<file path="src/rtl/crc_ctrl_pkg.sv">
// Shared definitions for the CRC frame controller: state encoding,
// default data width and the bit-index width helper.
package crc_ctrl_pkg;

  // Default byte / CRC width; matches the serial CRC engine.
  localparam int CRC_DATA_WIDTH = 8;

  // Width of a counter that indexes bits 0..w-1 of a w-bit word.
  function automatic int crc_idx_width(input int w);
    return (w > 1) ? $clog2(w) : 1;
  endfunction

  localparam int CRC_IDX_WIDTH = crc_idx_width(CRC_DATA_WIDTH);

  // Controller states.
  typedef enum logic [2:0] {
    IDLE    = 3'd0,
    SEED    = 3'd1,
    SHIFT   = 3'd2,
    COLLECT = 3'd3,
    DONE    = 3'd4,
    DRAIN   = 3'd5
  } crc_state_e;

endpackage

</file>
<file path="src/rtl/crc_bit_serializer.sv">
// Byte-to-bit serializer: shift register, one-byte holding register,
// bit index and input-ready generation. Bytes leave LSB-first.
module crc_bit_serializer
  import crc_ctrl_pkg::*;
#(
  parameter int DATA_WIDTH = CRC_DATA_WIDTH,
  parameter int IDX_W      = CRC_IDX_WIDTH
) (
  input  logic                  clk,
  input  logic                  rst_n,
  input  logic                  alive,
  input  logic                  idle,
  input  logic                  shifting,
  input  logic [DATA_WIDTH-1:0] in_data,
  input  logic                  in_valid,
  input  logic                  in_last,
  output logic                  in_ready,
  output logic                  ser_bit,
  output logic                  idx_last,
  output logic                  cur_last,
  output logic                  byte_avail
);

  localparam logic [IDX_W-1:0] IDX_END = IDX_W'(DATA_WIDTH - 1);

  logic [DATA_WIDTH-1:0] shift_reg;
  logic [DATA_WIDTH-1:0] hold_reg;
  logic                  shift_last_reg;
  logic                  hold_last_reg;
  logic                  hold_full_reg;
  logic [IDX_W-1:0]      idx_reg;
  logic                  xfer;

  // Once the current byte carries LAST nothing more is accepted for this frame.
  assign in_ready   = alive && (idle || (shifting && !hold_full_reg && !shift_last_reg));
  assign xfer       = in_valid && in_ready;
  assign idx_last   = shifting && (idx_reg == IDX_END);
  assign cur_last   = shift_last_reg;
  // A byte is ready for the next slot if it is held or arriving right now.
  assign byte_avail = hold_full_reg || xfer;
  assign ser_bit    = shifting ? shift_reg[idx_reg] : 1'b0;

  // Load, refill and bit-index sequencing of the datapath registers.
  always_ff @(posedge clk or negedge rst_n) begin
    if (!rst_n) begin
      shift_reg      <= '0;
      hold_reg       <= '0;
      shift_last_reg <= 1'b0;
      hold_last_reg  <= 1'b0;
      hold_full_reg  <= 1'b0;
      idx_reg        <= '0;
    end else if (idle) begin
      idx_reg       <= '0;
      hold_full_reg <= 1'b0;
      hold_last_reg <= 1'b0;
      if (xfer) begin
        shift_reg      <= in_data;
        shift_last_reg <= in_last;
      end
    end else if (shifting) begin
      if (idx_last) begin
        idx_reg <= '0;
        if (hold_full_reg) begin
          shift_reg      <= hold_reg;
          shift_last_reg <= hold_last_reg;
          hold_full_reg  <= 1'b0;
          hold_last_reg  <= 1'b0;
        end else if (xfer) begin
          // Byte arriving in the final-bit cycle goes straight to the shifter.
          shift_reg      <= in_data;
          shift_last_reg <= in_last;
        end
      end else begin
        idx_reg <= idx_reg + IDX_W'(1);
        if (xfer) begin
          hold_reg      <= in_data;
          hold_last_reg <= in_last;
          hold_full_reg <= 1'b1;
        end
      end
    end else begin
      idx_reg       <= '0;
      hold_full_reg <= 1'b0;
      hold_last_reg <= 1'b0;
    end
  end

endmodule

</file>
<file path="src/rtl/crc_frame_ctrl.sv">
// CRC frame controller: reseeds the serial CRC engine per frame, streams
// frame bytes into it bit-serially and gathers the 8 result bits into a
// parallel word. Optional frame counter enabled by CRC_CTRL_FRAME_CNT_EN.
module crc_frame_ctrl
  import crc_ctrl_pkg::*;
#(
  parameter int DATA_WIDTH = CRC_DATA_WIDTH,
  parameter int CNT_WIDTH  = 16
) (
  input  logic                  CLK,
  input  logic                  RST,
  input  logic [DATA_WIDTH-1:0] IN_DATA,
  input  logic                  IN_VALID,
  input  logic                  IN_LAST,
  output logic                  IN_READY,
  output logic                  ENG_RST_N,
  output logic                  ENG_ACTIVE,
  output logic                  ENG_DATA,
  input  logic                  ENG_CRC,
  input  logic                  ENG_VALID,
  output logic [DATA_WIDTH-1:0] CRC_OUT,
  output logic                  CRC_VALID,
`ifdef CRC_CTRL_FRAME_CNT_EN
  output logic                  ERR,
  output logic [CNT_WIDTH-1:0]  FRAME_CNT
`else
  output logic                  ERR
`endif
);

  localparam int IW = crc_idx_width(DATA_WIDTH);
  localparam logic [IW:0] CNT_END = (IW + 1)'(DATA_WIDTH);

  localparam logic [2:0] S_IDLE    = IDLE;
  localparam logic [2:0] S_SEED    = SEED;
  localparam logic [2:0] S_SHIFT   = SHIFT;
  localparam logic [2:0] S_COLLECT = COLLECT;
  localparam logic [2:0] S_DONE    = DONE;
  localparam logic [2:0] S_DRAIN   = DRAIN;

  logic [2:0]            state_reg;
  logic [2:0]            state_next;
  logic [IW:0]           cnt_reg;
  logic [DATA_WIDTH-1:0] collect_reg;
  logic [DATA_WIDTH-1:0] crc_out_reg;
  logic                  eng_rst_n_reg;
  logic                  alive_reg;
  logic                  err_next;
  logic                  sample;
  logic                  xfer;
  logic                  ser_bit;
  logic                  idx_last;
  logic                  cur_last;
  logic                  byte_avail;

  crc_bit_serializer #(
    .DATA_WIDTH (DATA_WIDTH),
    .IDX_W      (IW)
  ) u_ser (
    .clk        (CLK),
    .rst_n      (RST),
    .alive      (alive_reg),
    .idle       (state_reg == S_IDLE),
    .shifting   (state_reg == S_SHIFT),
    .in_data    (IN_DATA),
    .in_valid   (IN_VALID),
    .in_last    (IN_LAST),
    .in_ready   (IN_READY),
    .ser_bit    (ser_bit),
    .idx_last   (idx_last),
    .cur_last   (cur_last),
    .byte_avail (byte_avail)
  );

  assign xfer       = IN_VALID && IN_READY;
  // First COLLECT cycle (cnt 0) is the engine's register delay; no sample.
  assign sample     = (state_reg == S_COLLECT) && (cnt_reg != '0);
  assign ENG_ACTIVE = (state_reg == S_SHIFT);
  assign ENG_DATA   = ser_bit;
  assign ENG_RST_N  = eng_rst_n_reg;
  assign CRC_OUT    = crc_out_reg;
  assign CRC_VALID  = (state_reg == S_DONE);
  assign ERR        = err_next;

  // Next-state decode plus underrun / engine-protocol error detection.
  always_comb begin
    state_next = state_reg;
    err_next   = 1'b0;
    case (state_reg)
      S_IDLE:  if (xfer) state_next = S_SEED;
      S_SEED:  state_next = S_SHIFT;
      S_SHIFT: begin
        if (idx_last) begin
          if (cur_last) begin
            state_next = S_COLLECT;
          end else if (!byte_avail) begin
            err_next   = 1'b1;
            state_next = S_DRAIN;
          end
        end
      end
      S_COLLECT: begin
        if (sample) begin
          if (!ENG_VALID) begin
            err_next   = 1'b1;
            state_next = S_IDLE;
          end else if (cnt_reg == CNT_END) begin
            state_next = S_DONE;
          end
        end
      end
      S_DONE:  state_next = S_IDLE;
      S_DRAIN: if (cnt_reg == CNT_END) state_next = S_IDLE;
      default: state_next = S_IDLE;
    endcase
  end

  // State, registered engine reset (low only during SEED) and post-reset enable.
  always_ff @(posedge CLK or negedge RST) begin
    if (!RST) begin
      state_reg     <= S_IDLE;
      eng_rst_n_reg <= 1'b0;
      alive_reg     <= 1'b0;
    end else begin
      state_reg     <= state_next;
      eng_rst_n_reg <= (state_next != S_SEED);
      alive_reg     <= 1'b1;
    end
  end

  // Cycle counter for COLLECT and DRAIN; restarts on every state change.
  always_ff @(posedge CLK or negedge RST) begin
    if (!RST) begin
      cnt_reg <= '0;
    end else if ((state_next == state_reg) &&
                 ((state_reg == S_COLLECT) || (state_reg == S_DRAIN))) begin
      cnt_reg <= cnt_reg + (IW + 1)'(1);
    end else begin
      cnt_reg <= '0;
    end
  end

  // Gather serial CRC bits (first bit ends in bit 0); publish on the last sample.
  always_ff @(posedge CLK or negedge RST) begin
    if (!RST) begin
      collect_reg <= '0;
      crc_out_reg <= '0;
    end else if (sample && ENG_VALID) begin
      collect_reg <= {ENG_CRC, collect_reg[DATA_WIDTH-1:1]};
      if (cnt_reg == CNT_END) begin
        crc_out_reg <= {ENG_CRC, collect_reg[DATA_WIDTH-1:1]};
      end
    end
  end

`ifdef CRC_CTRL_FRAME_CNT_EN
  logic [CNT_WIDTH-1:0] frame_cnt_reg;

  // Count completed frames; wraps naturally at all-ones.
  always_ff @(posedge CLK or negedge RST) begin
    if (!RST) begin
      frame_cnt_reg <= '0;
    end else if (state_reg == S_DONE) begin
      frame_cnt_reg <= frame_cnt_reg + CNT_WIDTH'(1);
    end
  end

  assign FRAME_CNT = frame_cnt_reg;
`endif

endmodule

</file>
<file path="config.mk">
export PLATFORM = sky130hd
export DESIGN_NAME = crc_frame_ctrl
export DESIGN_NICKNAME = d
export VERILOG_FILES = /design/src/rtl/crc_ctrl_pkg.sv /design/src/rtl/crc_bit_serializer.sv /design/src/rtl/crc_frame_ctrl.sv
export SDC_FILE = /design/constraint.sdc
export NUM_CORES = 1
export LEC_CHECK = 0
export BUFFER_PORTS_ARGS = -buffer_cell sky130_fd_sc_hd__buf_2
export CORE_MARGIN = 2
export CORE_UTILIZATION = 59
export CTS_BUF_LIST = sky130_fd_sc_hd__clkbuf_2
export CTS_CLUSTER_SIZE = 14
export DETAILED_ROUTE_END_ITERATION = 6
export GPL_ROUTABILITY_DRIVEN = 0
export GPL_TIMING_DRIVEN = 0
export PLACE_DENSITY_LB_ADDON = 0.3
export SYNTH_ARGS = -nofsm -noshare
export SYNTH_HDL_FRONTEND = slang
export SYNTH_SLANG_ARGS = --single-unit
</file>
<file path="constraint.sdc">
create_clock -name CLK -period 2.3 [get_ports CLK]
set_input_delay 0.345 -clock CLK [delete_from_list [all_inputs] [get_ports CLK]]
set_output_delay 0.345 -clock CLK [all_outputs]
set_load 0.03 [all_outputs]
</file>
After elaboration in Yosys (flattened, before gate mapping)
Index checks and enable logic that the tools add are counted.
{"block": "totals", "in_bits": 14, "elab_cells": 90, "output_inout_bits": 14, "ff_bits": 47}
{"block": "classes", "reduce_logical": 21, "n_addsub": 2, "magnitude_cmp": 1, "mux": 41, "bitwise_logic": 2, "n_eq_ne": 11}
{"operator": "8-bit two-way mux", "n": 5}
{"operator": "3-bit two-way mux", "n": 11}
{"operator": "1-bit two-way mux", "n": 21}
{"operator": "3-bit one-hot mux with 5 select lines", "n": 1}
{"operator": "3-bit equality test (second input constant)", "n": 3}
{"operator": "1-bit logical AND", "n": 8}
{"operator": "4-bit by 3-bit inequality test with 1-bit output (second input constant)", "n": 2}
{"operator": "3-bit by 2-bit equality test with 1-bit output (second input constant)", "n": 2}
{"operator": "2-bit AND reduction", "n": 3}
{"operator": "4-bit by 1-bit adder with 4-bit output (second input constant)", "n": 1}
{"operator": "4-bit equality test (second input constant)", "n": 1}
{"operator": "3-bit by 4-bit less-than comparator with 1-bit output (second input constant)", "n": 1}
{"operator": "4-bit two-way mux", "n": 1}
{"operator": "4-bit AND reduction", "n": 1}
{"operator": "2-bit nonzero test", "n": 2}
{"operator": "4-bit nonzero test", "n": 1}
{"operator": "3-bit by 1-bit adder with 3-bit output (second input constant)", "n": 1}
{"operator": "1-bit binary-select mux with 3-bit select", "n": 1}
{"operator": "3-bit by 1-bit equality test with 1-bit output (second input constant)", "n": 1}
{"operator": "3-bit equality test", "n": 1}
{"operator": "3-bit logical NOT", "n": 1}
{"operator": "1-bit logical OR", "n": 3}
{"operator": "3-bit by 1-bit inequality test with 1-bit output (second input constant)", "n": 1}
{"operator": "1-bit logical NOT", "n": 2}
{"operator": "other kinds (2)", "n": 3}

Longest topological paths before layout
{"block": "depth", "depth_word": 14, "depth_mapped": 7, "ltp_nobuf": 6}

Modules after synthesis
Synthesis repeated with hierarchy kept, for this count alone.
{"block": "unflattened", "cells_unflattened": 168, "area_unflattened_um2": 2198.4}
{"module": "crc_bit_serializer", "seq_area_each_um2": 550.5, "instances": 1, "cells_per_inst": 87, "area_each_um2": 1141.1}
{"module": "crc_frame_ctrl", "seq_area_each_um2": 600.6, "instances": 1, "cells_per_inst": 81, "area_each_um2": 1057.3}

Worst setup path after synthesis
No wires, ideal clock.
{"block": "synth_path", "kind": "register to output", "startpoint": "register cnt_reg[0]", "endpoint": "output ERR", "required_time_ns": 1.955, "path_slack_ns": 0.343, "t_arrival_ns": 1.612, "stages_incl_launch_ff": 6, "n_path_buf": 0, "path_cell_list": "dfrtp_1 -> inv_1 -> ha_1 -> nand2b_1 -> o211ai_2 -> o31ai_1"}
{"block": "synth_via", "elab_chain_len": 4}
{"item": "start: declaration", "line_no": "crc_frame_ctrl.sv:43", "source": "logic [IW:0] cnt_reg;"}
{"item": "start signal: assignment", "line_no": "crc_frame_ctrl.sv:137", "source": "cnt_reg <= cnt_reg + (IW + 1)'(1);"}
{"item": "4-bit nonzero test", "line_no": "crc_frame_ctrl.sv:77", "source": "assign sample = (state_reg == S_COLLECT) && (cnt_reg != '0);"}
{"item": "1-bit logical AND", "line_no": "crc_frame_ctrl.sv:77"}
{"item": "1-bit two-way mux", "line_no": "crc_frame_ctrl.sv:103", "source": "if (sample) begin"}
{"item": "1-bit one-hot mux with 2 select lines", "line_no": "crc_frame_ctrl.sv:89", "source": "case (state_reg)"}
{"item": "end: declaration", "line_no": "crc_frame_ctrl.sv:27", "source": "output logic ERR"}
Every way passes these cells.

Worst setup path in the final report
{"block": "layout_path", "startpoint": "register u_ser.idx_reg[0]", "endpoint": "output ERR"}
{"block": "layout_via", "elab_chain_len": 4}
{"item": "start: declaration", "line_no": "crc_bit_serializer.sv:31", "source": "logic [IDX_W-1:0] idx_reg;"}
{"item": "start signal: assignment", "line_no": "crc_bit_serializer.sv:74", "source": "idx_reg <= idx_reg + IDX_W'(1);"}
{"item": "3-bit equality test", "line_no": "crc_bit_serializer.sv:37", "source": "assign idx_last = shifting && (idx_reg == IDX_END);"}
{"item": "1-bit logical AND", "line_no": "crc_bit_serializer.sv:37"}
{"item": "1-bit two-way mux", "line_no": "crc_frame_ctrl.sv:93", "source": "if (idx_last) begin"}
{"item": "1-bit one-hot mux with 2 select lines", "line_no": "crc_frame_ctrl.sv:89"}
Every way passes these cells.

==> results.cfg <==
[outcome]
outcome = complete, no violations

[pwr]
swShare = 0.3595
powerDensity_mw_per_mm2 = 1005
peakVddDrop_uv = 595.0
p_comb_frac = 0.416
pwr-share-seq = 0.469
p_int_mw = 1.622
power_mw = 2.532
switching_power_mw = 0.9101
power.leakage_nw = 1.207
clock_power_share = 0.115

[die]
rows = 22
core-area_sq_mm = 0.003633
die_y_microns = 65.46
initial_core_util = 0.6133
fp.dieW_microns = 65.46
dieArea_sq_mm = 0.004284
ioPinCount = 28

[sta]
fmax_mhz = 465.3
hold_ws_ns = 0.06054
drv_slew = 0
period_minus_slack_ns = 2.149
slew_headroom = 0.3438
setup_viol = 0
final_min_period_over_clock_period = 0.9344
rsz0062_at_grt = no
fin_worst_skew_ns = 0.03526
hold_viol_final = 0
tightestPinTransition_ns = 0.9843
setup_tns_ns = 0

[synth]
syn-num-nets = 177
syn_area_sq_mm = 0.002228
ys_seq_area_frac = 0.5166
ys.flop_type = dfrtp_1
netlist_instances = 159
async_reset_ff_frac = 1.000
synth_area_leaders = dfrtp_1 52%, mux2_2 11%, mux2_4 6.1%
yosysTopAreaCell = dfrtp_1
ys_types = 44
synth_edf_count = 0
ys_seq_elements = 46
synth_top_area_share = 0.5166
yosysWarningCount = 0
synth.avg_cell_area_sq_um = 14.02

[place]
hpwl_microns = 2670
dp.cells = 234
port-buffer-count = 27
place_area_sq_mm = 0.002424

[global_routing]
track_usage = 0.2013
overflow = 0
grt_pass1_vias = 1370
grt_max_degree = 47
grt_first_pass_wirelength_microns = 6389
antenna_found_initial = 0

[clocking]
cts.clk_slew.worst_paths_ns = 0.22
cts_tree = yes
numClockSinks = 46
cts_htree_levels = 2
cts_hold_buf = 0
insertion_delay_ns = 0.40
cts_buffers = 5
cts_root_buf = clkbuf_2
cts_max_path_buffers = 2

[drt]
ant_nets = 0
vias_per_cell = 5.522
drt_iter0_drc = 45
drcViolationCount = 0
first_pass_iters = 4
post_drt_wl_per_cell_microns = 15.15
wirelength_microns = 3741
vias = 1364

[finish]
syn_to_final_growth_pct = 13.08
final_cell_area_sq_mm = 0.002520
antenna_cells = 0
final_cells = 247
drive_gt1_frac = 0.4523
layout.nets = 218

[setup_path]
critPathKind = reg -> out
cp_cell_sequence = ha_1, ha_1, nand4_1, o31ai_1, buf_4
cp-start-kind = flop
cp_data_required_time_ns = 1.96
reg2regPathDepth = 7
crit_top_cell = ha_1
worstSetupEndpointType = primary output
crit_path_max_fanout = 5
max_stage_delay_ns = 0.50
cp_slowest_cell = dfrtp_2
cp.arrival_ns = 1.80

[hold_path]
hp-class = in -> async

[run]
cap_violations = 0
metrics by stage:
stage	utilization	setup WS, ns
after floorplan	-	0.3431
final	0.6935	0.1508
after global placement	0.6670	0.4839
after global routing	0.6935	0.005455
after detailed placement	0.6670	0.4183
after CTS	0.6763	0.03459
power by group through the flow:
stage / clock [mW] / sequential [mW] / combinational [mW]
floorplan: 0 / 1.16 / 0.781
global placement: 0 / 1.19 / 0.940
detailed placement: 0 / 1.21 / 0.971
CTS: 0.299 / 1.19 / 0.983
global route: 0.344 / 1.22 / 1.15
finish: 0.291 / 1.19 / 1.05
what timing repair did:
action                     4_1_cts  5_1_grt
pin swaps                        0        3
resized for setup                2        4
setup buffers                    0        7
setup endpoints to repair        1        2
final timing paths:
| path | startpoint | end | slack, ns |
|---|---|---|---|
| max in group asynchronous | RST | u_ser.idx_reg[0] | 1.58 |
| worst min-delay path | RST | ENG_RST_N | 0.06 |
| worst max register to register | cnt_reg[0] | state_reg[0] | 0.34 |
| worst min register to register | u_ser.hold_reg[2] | u_ser.hold_reg[2] | 0.51 |
| worst max-delay path | u_ser.idx_reg[0] | ERR | 0.15 |
| min in group CLK | IN_DATA[7] | u_ser.hold_reg[7] | 0.18 |
cell usage in the layout (no fill, tap or decap), types with 2 or more instances in the layout:
cell type,instances
mux2i_1,2
mux4_2,2
nand3_1,2
nand2_1,2
buf_6,3
o21ai_0,3
buf_4,8
inv_1,8
buf_2,26
nand2b_1,2
ha_1,4
a21oi_1,4
nor2_1,9
mux2_2,21
mux2_1,9
and3_1,2
clkbuf_2,5
a211oi_1,2
dfrtp_1,45
mux2_4,9
logic make-up after synthesis:
| kind of cell | share of synthesized area |
|---|---|
| muxes | 0.2414 |
| DFF | 0.5166 |
| xor gates and xnor gates | 0.007862 |
| other | 0.001683 |
| and+or+nand+nor | 0.1039 |
| adders and majority gates | 0.02246 |
| buffers and inverters | 0.03818 |
| AOI/OAI and AO/OA | 0.06794 |
critical path, delay by kind of cell, from the launching register on:
kind,cells,cell delay (ns)
DFF,1,0.50
adders and majority gates,2,0.47
AOI/OAI and AO/OA,1,0.10
and+or+nand+nor,1,0.16
buffers and inverters,1,0.17
routing by layer:
layer	vias up	GRT usage	routed length, microns
met5	-	0	0
met4	0	0.07552	27
met3	2	0.04623	135
met2	24	0.3329	1967
met1	692	0.2600	1611
li1	646	-	-
cell usage after synthesis (2+ instances only):
| library cell | n |
|---|---|
| nand2b_1 | 2 |
| inv_1 | 8 |
| and3_1 | 2 |
| mux4_2 | 2 |
| nand2_1 | 3 |
| nor2_1 | 9 |
| dfrtp_1 | 46 |
| o21ai_0 | 3 |
| nand3_1 | 2 |
| buf_6 | 3 |
| a21oi_1 | 4 |
| ha_1 | 4 |
| mux2_1 | 9 |
| mux2_2 | 21 |
| a211oi_1 | 2 |
| mux2i_1 | 2 |
| mux2_4 | 9 |
| inv_2 | 2 |
cell type report:
class	count	area (sq um)
inverters	10	40.04
clock inverters	1	3.754
repair buffers	34	190.2
clock buffers	5	25.02
multi-input cells	99	999.7
flip-flops and latches	46	1152
plain buffers	4	48.80
fillers	299	1114
well taps	48	60.06
Note: power is estimated with default switching activity, not from simulation.
